--- src/rtl/vls_sequencer.sv ---
// Vector load/store sequencer: walks up to MAX_VLEN elements between memory and the VRF.
// Optional macro VLS_STRIDE_EN selects a latched byte stride; otherwise the step is DATA_W/8.
module vls_sequencer #(
  parameter int MAX_VLEN = 8,
  parameter int DATA_W   = 32,
  parameter int ADDR_W   = 32
) (
  input  logic              clk,
  input  logic              rst_n,
  input  logic              VLS_Enable,
  input  logic              Load_Store,
  input  logic [31:0]       VLR,
  input  logic [ADDR_W-1:0] base_addr,
  input  logic [2:0]        vreg_idx,
  input  logic [ADDR_W-1:0] stride,
  output logic [ADDR_W-1:0] mem_addr,
  output logic              mem_rd,
  output logic              mem_wr,
  output logic [DATA_W-1:0] mem_wdata,
  input  logic [DATA_W-1:0] mem_rdata,
  input  logic              mem_ack,
  output logic              vrf_we,
  output logic              vrf_re,
  output logic [2:0]        vrf_reg,
  output logic [2:0]        vrf_elem,
  output logic [DATA_W-1:0] vrf_wdata,
  input  logic [DATA_W-1:0] vrf_rdata,
  output logic              VLS_done,
  output logic              busy
);

  localparam int CNT_W = $clog2(MAX_VLEN + 1);

  typedef enum logic [2:0] {
    IDLE, MREQ, WB, VRD, VLAT, MWR, DONE
  } state_t;

  state_t              state;
  logic [2:0]          vreg_q;
  logic [CNT_W-1:0]    count;
  logic [CNT_W-1:0]    elem;
  logic [ADDR_W-1:0]   addr;
  logic [DATA_W-1:0]   rd_buf;
  logic [DATA_W-1:0]   wr_buf;
  logic [ADDR_W-1:0]   step;
  logic [CNT_W-1:0]    vlr_clamped;
  logic                last_elem;

`ifdef VLS_STRIDE_EN
  logic [ADDR_W-1:0]   stride_q;
  assign step = stride_q;
`else
  logic unused_stride;
  assign unused_stride = ^stride;
  assign step = ADDR_W'(DATA_W / 8);
`endif

  assign vlr_clamped = (VLR > 32'(MAX_VLEN)) ? CNT_W'(MAX_VLEN) : VLR[CNT_W-1:0];
  // count is never 0 outside IDLE/DONE, so count-1 cannot underflow where it matters.
  assign last_elem   = (elem == count - CNT_W'(1));

  // NOTE: all state below uses non-blocking assignments so every register
  // samples pre-edge values; blocking here would create order-dependent races.
  always_ff @(posedge clk or negedge rst_n) begin
    if (!rst_n) begin
      state  <= IDLE;
      vreg_q <= '0;
      count  <= '0;
      elem   <= '0;
      addr   <= '0;
      rd_buf <= '0;
      wr_buf <= '0;
`ifdef VLS_STRIDE_EN
      stride_q <= '0;
`endif
    end else begin
      case (state)
        IDLE: if (VLS_Enable) begin
          vreg_q <= vreg_idx;
          addr   <= base_addr;
          count  <= vlr_clamped;
          elem   <= '0;
`ifdef VLS_STRIDE_EN
          stride_q <= stride;
`endif
          if (vlr_clamped == '0) state <= DONE;
          else                   state <= Load_Store ? MREQ : VRD;
        end
        MREQ: if (mem_ack) begin
          rd_buf <= mem_rdata;
          state  <= WB;
        end
        WB: begin
          if (last_elem) state <= DONE;
          else begin
            elem  <= elem + CNT_W'(1);
            addr  <= addr + step;
            state <= MREQ;
          end
        end
        VRD:  state <= VLAT;
        VLAT: begin
          wr_buf <= vrf_rdata;
          state  <= MWR;
        end
        MWR: if (mem_ack) begin
          if (last_elem) state <= DONE;
          else begin
            elem  <= elem + CNT_W'(1);
            addr  <= addr + step;
            state <= VRD;
          end
        end
        DONE:    state <= IDLE;
        default: state <= IDLE;
      endcase
    end
  end

  // Moore decode: every output depends only on registered state and datapath.
  assign mem_rd    = (state == MREQ);
  assign mem_wr    = (state == MWR);
  assign mem_addr  = addr;
  assign mem_wdata = wr_buf;
  assign vrf_we    = (state == WB);
  assign vrf_re    = (state == VRD);
  assign vrf_reg   = vreg_q;
  assign vrf_elem  = 3'(elem);
  assign vrf_wdata = rd_buf;
  assign VLS_done  = (state == DONE);
  assign busy      = (state != IDLE);

endmodule

--- config.mk ---
export PLATFORM = sky130hd
export DESIGN_NAME = vls_sequencer
export DESIGN_NICKNAME = d
export VERILOG_FILES = /design/src/rtl/vls_sequencer.sv
export SDC_FILE = /design/constraint.sdc
export NUM_CORES = 1
export LEC_CHECK = 0
export BUFFER_PORTS_ARGS = -buffer_cell sky130_fd_sc_hd__buf_4
export CAP_MARGIN = 20
export CORE_ASPECT_RATIO = 0.9
export CORE_UTILIZATION = 46
export DETAILED_ROUTE_END_ITERATION = 7
export HOLD_SLACK_MARGIN = 0.05
export PLACE_DENSITY = 0.87
export SLEW_MARGIN = 20
export SYNTH_ARGS = -nofsm -noshare
export SYNTH_HDL_FRONTEND = slang
export SYNTH_SLANG_ARGS = --single-unit
export TNS_END_PERCENT = 5
--- constraint.sdc ---
create_clock -name clk -period 2.9 [get_ports clk]
set_input_delay 0.29 -clock clk [delete_from_list [all_inputs] [get_ports clk]]
set_output_delay 0.29 -clock clk [all_outputs]
set_load 0.02 [all_outputs]
# Word-level counts from Yosys, hierarchy flattened
# Cells that the tools add are included.
word_totals:
  in_bits: 168
  ff_bits: 110
  output_inout_bits: 108
op_classes:
  n_eq_ne: 10
  addsub: 3
  n_lt_le_gt_ge: 1
  n_reduce_logical: 8
  mux: 17
op_table:
  columns: ["op", "count"]
  rows:
  - ["$mux W32", 3]
  - ["$pmux W32 S3", 1]
  - ["$add A32 B3 Y32 const B", 1]
  - ["$gt A32 B4 Y1 const B", 1]
  - ["$mux W3", 6]
  - ["$pmux W3 S6", 1]
  - ["$mux W4", 4]
  - ["$pmux W4 S3", 1]
  - ["$eq A3 B3 Y1 const B", 3]
  - ["$eq A3 B2 Y1 const B", 2]
  - ["$reduce_and A3 Y1", 2]
  - ["$reduce_bool A3 Y1", 2]
  - ["$add A4 B1 Y4 const B", 1]
  - ["$eq A4 B4 Y1", 1]
  - ["$logic_not A4 Y1", 1]
  - ["$ne A2 B1 Y1 const B", 2]
  - ["$reduce_and A2 Y1", 2]
  - ["$sub A4 B1 Y4 const B", 1]
  - ["$eq A3 B1 Y1 const B", 1]
  - ["$logic_not A3 Y1", 1]
  - ["$mux W2", 1]
  - ["$ne A2 B2 Y1 const B", 1]

# Logic depth before layout (Yosys ltp)
# Gate-level depths: netlist (run 1).
depth:
  depth_word: 6
  mapped_depth: 10
  ltp_nobuf: 7

# Least setup slack after synthesis (run 1)
# Ideal clock, no wire load.
synth_path:
  path_type: "reg-to-reg"
  from: "register addr[9], in the netlist mem_addr[9]"
  to: "register addr[25], in the netlist mem_addr[25]"
  n_path_buf: 1
  t_required_ns: 2.778
  path_slack_ns: 0.729
  setup_time_ns: 0.122
  path_stages_with_launch: 7
  arrival_ns: 2.049
  cell_sequence: "dfrtp_1 > buf_4 > nand4_1 > nor4_4 > nand2_2 > or4_1 > a32o_1"
synth_between:
  elab_chain_len: 4
synth_lines:
  columns: ["item", "line_no", "rtl"]
  rows:
  - ["start, declared", "42", "logic [ADDR_W-1:0] addr;"]
  - ["start signal, assigned", "80", "addr <= base_addr;"]
  - ["start signal, assigned", "97", "addr <= addr + step;"]
  - ["start signal, assigned", "110", "addr <= addr + step;"]
  - ["$add A32 B3 Y32 *", "97, 110", null]
  - ["$mux W32 *", "94, 107", null]
  - ["$mux W32", "106", "MWR: if (mem_ack) begin"]
  - ["$pmux W32 S3 *", "77", "case (state)"]
# Mark *: on every way between the ends. The rest lies on a longest branch, timed or not. The select of a mux whose other input is x is not followed.
# A chain may end at the register's enable or synchronous reset.

# Final worst setup path (run 1)
layout_path:
  from: "register count[0]"
  to: "register addr[27], in the netlist mem_addr[27]"
layout_between:
  elab_chain_len: 5
layout_lines:
  columns: ["item", "line_no", "rtl"]
  rows:
  - ["start, declared", "40", "logic [CNT_W-1:0] count;"]
  - ["start signal, assigned", "81", "count <= vlr_clamped;"]
  - ["$sub A4 B1 Y4 *", "60", "assign last_elem = (elem == count - CNT_W'(1));"]
  - ["$eq A4 B4 Y1 *", "60", null]
  - ["$mux W32 *", null, null]
  - ["$mux W32", null, null]
  - ["$pmux W32 S3 *", null, null]
# Marks and branches as above.

==> results of run 1 <==
## routing by layer
metal / global-route usage (%) / vias to the layer above / routed length, um
li1: - / 2261 / -
met1: 32.7 / 2410 / 5850
met2: 46.0 / 294 / 8010
met3: 6.06 / 30 / 1310
met4: 10.9 / 0 / 393
met5: 0 / - / 0
## repair_timing
| item | in CTS | in global routing |
|---|---|---|
| hold buffers | 1 | 0 |
| endpoints found under the hold margin | 32 | 0 |
| resized for setup | 0 | 0 |
## synth_stat cells, drive strengths merged (5+ instances only)
cell	number	area (um^2)
dfrtp	110	2750
mux2	65	732
nand2	41	156
nor2	38	145
a21oi	22	110
o21ai	22	110
buf	21	114
nand3	19	95.1
nor4	14	109
clkbuf	9	33.8
inv	9	33.8
nand4	9	71.3
nor3	8	40.0
o22ai	6	37.5
o211ai	5	37.5
## worst register-to-register path: stages (launching register included)
cell     delay, ns
dfrtp_1       0.42
inv_1         0.07
ha_1          0.15
xnor3_1       0.39
nand3_1       0.22
o31a_1        0.69
o22ai_1       0.20
nor3_1        0.25
## report_power, final
part / switching, uW / internal, uW
sequential: 641 / 2280
clock: 558 / 777
combinational: 2430 / 2010
## stage by stage
step / area, um^2 / cells / hold slack [ns]
6_report: 7630 / 880 / 0.124
5_1_grt: 7630 / 880 / 0.121
4_1_cts: 7630 / 880 / 0.110
3_5_place_dp: 7300 / 863 / 0.284
3_3_place_gp: 7300 / 863 / 0.273
2_1_floorplan: 5310 / 483 / -0.00559
## area by class of cell
type                            count  area share, %
Clock buffer                       10           3.13
Clock inverter                      6           1.11
Inverter                            9          0.442
Multi-Input combinational cell    334           31.1
Sequential cell                   110           36.1
Tap cell                          152           2.49
Timing Repair Buffer              259           25.7
## worst min path at each step
| stage | end | slack [ns] | depth (start not counted) | from |
|---|---|---|---|---|
| after global placement | mem_addr[12] | 0.27 | 1 | rst_n |
| after floorplan | count[0] | -0.006 | 0 | rst_n |
| after global routing | mem_addr[1] | 0.12 | 3 | base_addr[1] |
| final | mem_addr[1] | 0.12 | 3 | base_addr[1] |
| after detailed placement | elem[2] | 0.28 | 1 | rst_n |
| after CTS | mem_addr[1] | 0.11 | 3 | base_addr[1] |
## kinds of logic after synthesis
family,count (synthesis)
AO/OA/AOI/OAI,98
XOR/XNOR,5
adder cells (fa/ha/maj),3
buffers and inverters,39
flip-flops,110
multiplexers,66
AND/OR/NAND/NOR,162
==> results.cfg, run 1 <==
[synthesis]
synth_edf_count = 0
synth_compound_area_share_pct = 12.7
synthArstFlopShare_pct = 100
syn_inst = 483
ys.warnings.count = 0
synth_top_family_by_area = simple AND/OR/NAND/NOR gates
ys_types = 64
synthAdderAreaFrac_pct = 0.707
syn_avg_cell_area_um2 = 11.0
synth_fp_nets = 654
ys_ff_latch = 110
yosys.area_share.xor_xnor_pct = 1.08
synth_simple_gate_area_share_pct = 16.2
muxShareOfSynthArea_pct = 14.0
ys.flop_type = dfrtp_1
seq_area_frac_synth_pct = 51.9
syn_area_mm2 = 0.00531

[timing]
hold_viol = 0
worstMarginPinSlew_ns = 0.809
grt_setup_unrepaired = no
final-setup-viol-count = 0
slew_headroom_pct = 46.1
clock_skew_ns = 0.00749
fin_crit_sh_pct = 85.9
setup_slack_ns = 0.408
finalMaxSlewViolations = 0
finalSetupTns_ns = 0
fin_crit_ns = 2.49
max_freq_ghz = 0.401

[critical_path]
reg2reg_slack_ns = 0.41
cp.depth = 7
critical_path_class = reg2reg
endpoint_kind = flip-flop
r2r-end = mem_addr[27]
cp_slowest_cell = o31a_1
worstPathRequired_ns = 3.17
critPathTopFamily = compound AO/OA/AOI/OAI gates
path_buf_inv = 1
cp-start-kind = flip-flop
worstPathMaxFanout = 19
worstPathCellList = inv_1 -> ha_1 -> xnor3_1 -> nand3_1 -> o31a_1 -> o22ai_1 -> nor3_1
worstPathArrival_ns = 2.76
worstSetupStartpoint = count[0]
reg2reg_depth = 7
setup.worst_path.end = mem_addr[27]
max_stage_delay_ns = 0.69
r2r-start = count[0]

[floorplanning]
die_area_mm2 = 0.0120
initial_utilization_pct = 48.1
fp.dieW_um = 115
ioPinCount = 276
core_mm2 = 0.0110
die_h_um = 104
row_count = 36

[final_layout]
antennaDiodeCount = 0
area_delta_synth_final_pct = 43.9
drive_gt1_share_pct = 44.6
mostFrequentLayoutCell = buf_4
n_fill_cell = 839
nets = 894
regArea_mm2 = 0.00275
post-route-util_pct = 69.2
final_cell_mix = 257 x buf_4, 110 x dfrtp_1, 40 x mux2_2, 40 x nand2_1, 37 x nor2_1
multi_input_area_mm2 = 0.00237

[drt]
wirelength_mm = 15.6
drc = 0
vias = 4995
routedWlPerCell_um = 17.7
ant_nets = 0
drtIter0Drc = 604
dr.pass1.iters = 7
vias_per_cell = 5.68

[global_routing]
grt_pass1_vias = 4953
grt_antenna_before_repair = 0
grt_max_degree = 53
grt_pass1_wl_mm = 24.7
grtUsageTotal_pct = 27.0
grt.overflow.total = 0

[pwr]
p_per_area_mw_per_mm2 = 1140
ir_worst_vdd_v = 0.000625
p_leak_uw = 0.00354
finalPower_uw = 8700

[clock_tree]
numCtsBuffers = 9
clock_sink_count = 110
clockRootBuffer = clkbuf_16
clockBufferDepth = 2
post_cts_buffers = 0
clock_latency_ns = 0.36
cts_max_level = 3
cts.clk_slew.worst_paths_ns = 0.08
tritoncts = yes

[placed_design]
io_buffers = 243
gp_routability_congestion = 0.928
dp_hpwl_mm = 11.8
post-place-ws_ns = 0.435

[hold_path]
min_path_type = in2reg

[status]
status = completed

[job]
maxCapViolations = 0
No activity file was read; power rests on OpenSTA's default activity.
==> inputs of run 2 (changes only) <==
--- a/config.mk
+++ b/config.mk
@@ -5,13 +5,14 @@
 export SDC_FILE = /design/constraint.sdc
 export NUM_CORES = 1
 export LEC_CHECK = 0
+export ABC_AREA = 1
 export BUFFER_PORTS_ARGS = -buffer_cell sky130_fd_sc_hd__buf_4
 export CAP_MARGIN = 20
 export CORE_ASPECT_RATIO = 0.9
-export CORE_UTILIZATION = 46
+export CORE_UTILIZATION = 40
 export DETAILED_ROUTE_END_ITERATION = 7
 export HOLD_SLACK_MARGIN = 0.05
-export PLACE_DENSITY = 0.87
+export PLACE_DENSITY = 0.77
 export SLEW_MARGIN = 20
 export SYNTH_ARGS = -nofsm -noshare
 export SYNTH_HDL_FRONTEND = slang
==> constraint.sdc (replaced) <==
create_clock -name clk -period 2.9 [get_ports clk]
set_input_delay 0.58 -clock clk [delete_from_list [all_inputs] [get_ports clk]]
set_output_delay 0.58 -clock clk [all_outputs]
set_load 0.02 [all_outputs]
==> run 2 against run 1 <==
- critical path depth grew 4
- via count rose by 6.3%
- count of clock-buffer cells in the layout down 1
- area after synthesis increased by 8.0%
- worst setup slack better by 0.28 ns
- core utilization down 12 points
- combinational power rose by 2%
- clock power is 6% lower
==> results.cfg, run 2 <==
[placed_design]
gp_routability_congestion = 0.892
io_buffers = 243
dp_hpwl_mm = 12.3

[global_routing]
grt_pass1_wl_mm = 25.4
grtUsageTotal_pct = 22.2
grt.overflow.total = 0
grt_antenna_before_repair = 0
grt_pass1_vias = 5202
grt_max_degree = 50

[synthesis]
syn_avg_cell_area_um2 = 8.44
ys_types = 30
synth_common_cells = 218 x nand2_1, 110 x dfrtp_1, 82 x nor2_1
synth_fp_nets = 850
synth_most_common_cell = nand2_1
synthTopCellsByArea = dfrtp_1 48%, nand2_1 14%, mux2_2 13%
synth_edf_count = 0
synthArstFlopShare_pct = 100
synth_top_area_share_pct = 48.0
seq_area_frac_synth_pct = 48.0
syn_inst = 679
ys.warnings.count = 0
syn_area_mm2 = 0.00573
ys.flop_type = dfrtp_1
synth_top_cell_by_area = dfrtp_1
ys_ff_latch = 110

[critical_path]
reg2reg_depth = 11
worstSetupStartpoint = count[0]
worstPathRequired_ns = 3.20
reg2reg_slack_ns = 0.69
r2r-end = mem_addr[24]
setup.worst_path.end = mem_addr[24]
r2r-start = count[0]
endpoint_kind = flip-flop
worstPathMaxFanout = 42
worstPathArrival_ns = 2.50
cp-start-kind = flip-flop
critical_path_class = reg2reg

[floorplanning]
core_mm2 = 0.0140
ioPinCount = 276
die_area_mm2 = 0.0148
fp.dieW_um = 128
die_h_um = 116
initial_utilization_pct = 40.9
row_count = 41

[pwr]
switchingPower_uw = 3830
p_per_area_mw_per_mm2 = 1090
clockPowerShare_pct = 14.4
ir_worst_vdd_v = 0.000687
p_leak_uw = 0.00401
internal_power_uw = 4900
combPwrFrac_pct = 52.2
finalPower_uw = 8720
seqPwrFrac_pct = 33.4
switching_share_pct = 43.9

[timing]
clock_skew_ns = 0.00763
grt_setup_unrepaired = no
hold_viol = 0
final-setup-viol-count = 0
fin_crit_ns = 2.21
max_freq_ghz = 0.453
finalMaxSlewViolations = 0
finalSetupTns_ns = 0
fin_crit_sh_pct = 76.1
slew_headroom_pct = 65.5
worstMarginPinSlew_ns = 0.515

[drt]
dr.pass1.iters = 5
vias = 5312
drc = 0
routedWlPerCell_um = 14.3
wirelength_mm = 16.0
ant_nets = 0
vias_per_cell = 4.76
drtIter0Drc = 315

[clock_tree]
ctsResizeCount = 0
clockBufferDepth = 2
clock_sink_count = 110
post_cts_buffers = 0
cts_hold_buf = 0
numCtsBuffers = 9
cts_max_level = 3
clock_latency_ns = 0.36
tritoncts = yes
cts.clk_slew.worst_paths_ns = 0.08
clockRootBuffer = clkbuf_16

[job]
maxCapViolations = 0

[final_layout]
antennaDiodeCount = 0
multi_input_area_mm2 = 0.00268
drive_gt1_share_pct = 38.1
nets = 1090
area_delta_synth_final_pct = 40.2
final_cell_mix = 248 x buf_4, 218 x nand2_1, 110 x dfrtp_1
n_fill_cell = 1243
regArea_mm2 = 0.00275
mostFrequentLayoutCell = buf_4

[hold_path]
min_path_type = in2async

[status]
status = completed
[run 2: changes by cell type in the layout (fill, tap and decap cells not counted), moves of 9 or more]
cell      before  now
mux2_2        40   64
nand2_1       40  218
nand3_1       19   50
or2_2          0   14
nor4_1        12    0
o21ai_0       12   23
nor2_1        37   82
mux2_1        25    0
nand3b_1       1   10
buf_4        257  248
a21oi_1       22    2
inv_1          8   43
[run 2: routing by layer]
metal  vias to the layer above  track usage (%)  part of all wire (%)
li1                       2659                -                     -
met1                      2427             25.6                    39
met2                       206             38.6                    49
met3                        20             7.43                   9.3
met4                         0             8.24                   2.0
met5                         -                0                     0
[run 2: how the worst min path moves through the flow]
| stage | slack, ns | cells after the start | end | startpoint |
|---|---|---|---|---|
| 6_report | 0.19 | 1 | mem_addr[2] | rst_n |
| 5_1_grt | 0.22 | 1 | mem_addr[12] | rst_n |
| 4_1_cts | 0.19 | 1 | mem_addr[12] | rst_n |
| 3_5_place_dp | 0.47 | 2 | vrf_reg[1] | vrf_reg[1] |
| 3_3_place_gp | 0.46 | 2 | vrf_reg[1] | vrf_reg[1] |
| 2_1_floorplan | 0.28 | 0 | count[0] | rst_n |
[run 2: critical path: stages (launching register included)]
cell and delay [ns]:
dfrtp_1 0.38, inv_1 0.14, ha_1 0.26, or2_2 0.27
nand3_1 0.08, nor2_1 0.07, nand3_1 0.14, inv_1 0.09
nor2_4 0.10, buf_4 0.37, nand3_1 0.13, nand2_1 0.08
[run 2: logic make-up (layout without fill, tap and decap cells)]
| logic type | count (synthesis) | after routing | synth area share, % |
|---|---|---|---|
| xor+xnor | 7 | 7 | 1.07 |
| flops | 110 | 110 | 48.0 |
| mux | 68 | 68 | 13.3 |
| compound gates | 39 | 39 | 3.54 |
| simple gates | 385 | 385 | 28.1 |
| fa+ha+maj | 3 | 3 | 0.655 |
| buf+inv | 67 | 312 | 5.28 |
[run 2: metrics by stage]
stage                     std cells  instance area [um^2]  hold WS, ns  setup WS, ns  utilization (%)
after floorplan                 679                  5730        0.284          1.08                -
after global placement         1101                  7730        0.464         0.791             55.2
after detailed placement       1101                  7730        0.469         0.711             55.2
after CTS                      1117                  8030        0.195         0.700             57.4
after global routing           1117                  8030        0.223         0.500             57.4
final                          1117                  8030        0.191         0.693             57.4
[run 2: power groups by stage]
stage / Sequential, uW / Combinational (uW) / Clock [uW]
after CTS: 2910 / 4590 / 1300
after global placement: 2890 / 4500 / 0
final: 2910 / 4550 / 1260
after floorplan: 3660 / 2020 / 0
after global routing: 3020 / 4970 / 1350
after detailed placement: 2930 / 4580 / 0
[run 2: area by class of cell]
cell class,instances,share of cell area (%)
clock inverters,7,0.997
clock buffers,9,2.80
well taps,193,3.01
inverters,47,2.20
repair buffers,249,23.4
flip-flops and latches,110,34.3
multi-input cells,502,33.3
==> inputs of run 3 (changes only) <==
--- a/config.mk
+++ b/config.mk
@@ -12,7 +12,7 @@
 export CORE_UTILIZATION = 40
 export DETAILED_ROUTE_END_ITERATION = 7
 export HOLD_SLACK_MARGIN = 0.05
-export PLACE_DENSITY = 0.77
+export PLACE_DENSITY = 0.8
 export SLEW_MARGIN = 20
 export SYNTH_ARGS = -nofsm -noshare
 export SYNTH_HDL_FRONTEND = slang
==> constraint.sdc (replaced) <==
create_clock -name clk -period 1.95 [get_ports clk]
set_input_delay 0.39 -clock clk [delete_from_list [all_inputs] [get_ports clk]]
set_output_delay 0.39 -clock clk [all_outputs]
set_load 0.02 [all_outputs]
==> run 3 against run 2 <==
- worst hold slack better by 0.035 ns
- clock skew increased by 0.00071 ns
- first-iteration DRC count rose by 2.9%
- clock power rose by 60%
- critical path type unchanged
==> results.cfg, run 3 (synthesis results as in run 2) <==
[global_routing]
use_met3_pct = 8.36
gr-usage-met1_pct = 24.7
use_met2_pct = 40.5
grt_pass1_vias = 5283
grt_max_degree = 43
grt.overflow.total = 0
top_usage_layer = met2
grt_antenna_before_repair = 0
grtUsageTotal_pct = 22.6
grt_pass1_wl_mm = 25.6

[pwr]
internal_power_uw = 7950
seqPwrFrac_pct = 31.1
combPwrFrac_pct = 54.5
switchingPower_uw = 6040
switching_share_pct = 43.2
ir_worst_vdd_v = 0.00126
clockPowerShare_pct = 14.4
finalPower_uw = 14000
p_leak_uw = 0.00415
p_per_area_mw_per_mm2 = 1670

[critical_path]
worstPathMaxFanout = 6
worstPathArrival_ns = 2.13
cp-start-kind = flip-flop
endpoint_kind = flip-flop
worstPathRequired_ns = 2.18
critical_path_class = reg2reg

[clock_tree]
clock_sink_count = 110
cts_max_level = 3
tritoncts = yes
numCtsBuffers = 9
clock_latency_ns = 0.36
clockRootBuffer = clkbuf_16
clockBufferDepth = 2
cts.clk_slew.worst_paths_ns = 0.08

[placed_design]
dp_hpwl_mm = 12.9
io_buffers = 243
gp_routability_congestion = 0.975
place_inst = 1108

[drt]
drc = 0
ant_nets = 0
vias_per_cell = 4.90
vias = 5548
dr.pass1.iters = 5
routedWlPerCell_um = 15.3
drtIter0Drc = 324
wirelength_mm = 17.4

[timing]
fin_crit_sh_pct = 97.1
fin_crit_ns = 1.89
hold_viol = 0
final-setup-viol-count = 0
clock_skew_ns = 0.00834
slew_headroom_pct = 64.9
finalMaxSlewViolations = 0
worstMarginPinSlew_ns = 0.526
max_freq_ghz = 0.528

[final_layout]
drive_gt1_share_pct = 40.0
antennaDiodeCount = 0
n_fill_cell = 1206
nets = 1106
area_delta_synth_final_pct = 46.1
final_cell_mix = 251 x buf_4, 217 x nand2_1, 110 x dfrtp_1
mostFrequentLayoutCell = buf_4
fin_cells = 1133

[floorplanning]
core_mm2 = 0.0140
initial_utilization_pct = 40.9
row_count = 41
ioPinCount = 276
die_area_mm2 = 0.0148
die_h_um = 116
fp.dieW_um = 128

[status]
status = completed

[hold_path]
min_path_type = in2reg

[job]
maxCapViolations = 0
run 3: routing by layer:
| metal | share of wire [%] | wire (um) |
|---|---|---|
| met1 | 37 | 6510 |
| met2 | 51 | 8850 |
| met3 | 9.3 | 1620 |
| met4 | 2.3 | 404 |
| met5 | 0 | 0 |
run 3: power groups by stage:
| stage | logic, uW | registers [uW] | clock network (uW) |
|---|---|---|---|
| 2_1_floorplan | 3000 | 5440 | 0 |
| 3_5_place_dp | 7010 | 4380 | 0 |
| 6_report | 7620 | 4350 | 2010 |
| 3_3_place_gp | 6840 | 4300 | 0 |
| 5_1_grt | 8210 | 4500 | 2150 |
| 4_1_cts | 7030 | 4340 | 2070 |
run 3: path summary, 6_finish.rpt:
kind / slack [ns] / end / start / depth (start not counted)
worst min-delay path: 0.23 / vrf_reg[1] / vreg_idx[1] / 3
worst max-delay path: 0.06 / elem[0] / count[0] / 11
max in group asynchronous: 0.81 / mem_wdata[26] / rst_n / 3
worst max register to register: 0.06 / elem[0] / count[0] / 11
worst min register to register: 0.49 / vrf_reg[2] / vrf_reg[2] / 2
min in group asynchronous: 0.61 / state[2] / rst_n / 2
run 3: through the flow:
step | hold WS, ns | setup slack [ns] | area, um^2 | TNS [ns] | utilization (%)
after floorplan | 0.0944 | 0.134 | 5730 | 0 | -
after global placement | 0.397 | 0.114 | 7840 | 0 | 56.0
after detailed placement | 0.399 | 0.0472 | 7840 | 0 | 56.0
after CTS | 0.212 | 0.0205 | 8190 | 0 | 58.5
after global routing | 0.220 | -0.0119 | 8370 | -0.0194 | 59.8
final | 0.225 | 0.0573 | 8370 | 0 | 59.8
run 3: cell type report:
type                       count  area, um^2  area share [%]
clock inverter                 7         115            1.37
timing repair buffer         265        2140            25.6
tap                          193         241            2.88
clock buffer                   9         225            2.69
sequential                   110        2750            32.9
inverter                      47         176            2.11
multi-input combinational    502        2720            32.5
run 3: what timing repair did:
item | CTS | global route
endpoints found under the hold margin | 31 | 0
setup endpoints to repair | 0 | 34
hold buffers | 1 | 0
gates resized for setup | 0 | 11
buffers inserted | 0 | 2
run 3: worst max-delay path: stages (launching register included):
cell       delay, ns
dfrtp_1         0.40
inv_2           0.08
ha_4            0.20
or2_4           0.22
nand3_2         0.09
nor2_4          0.06
nand3_2         0.09
nand2_2         0.07
nor2_4          0.16
buf_12          0.15
clkbuf_16       0.15
o21ai_0         0.08
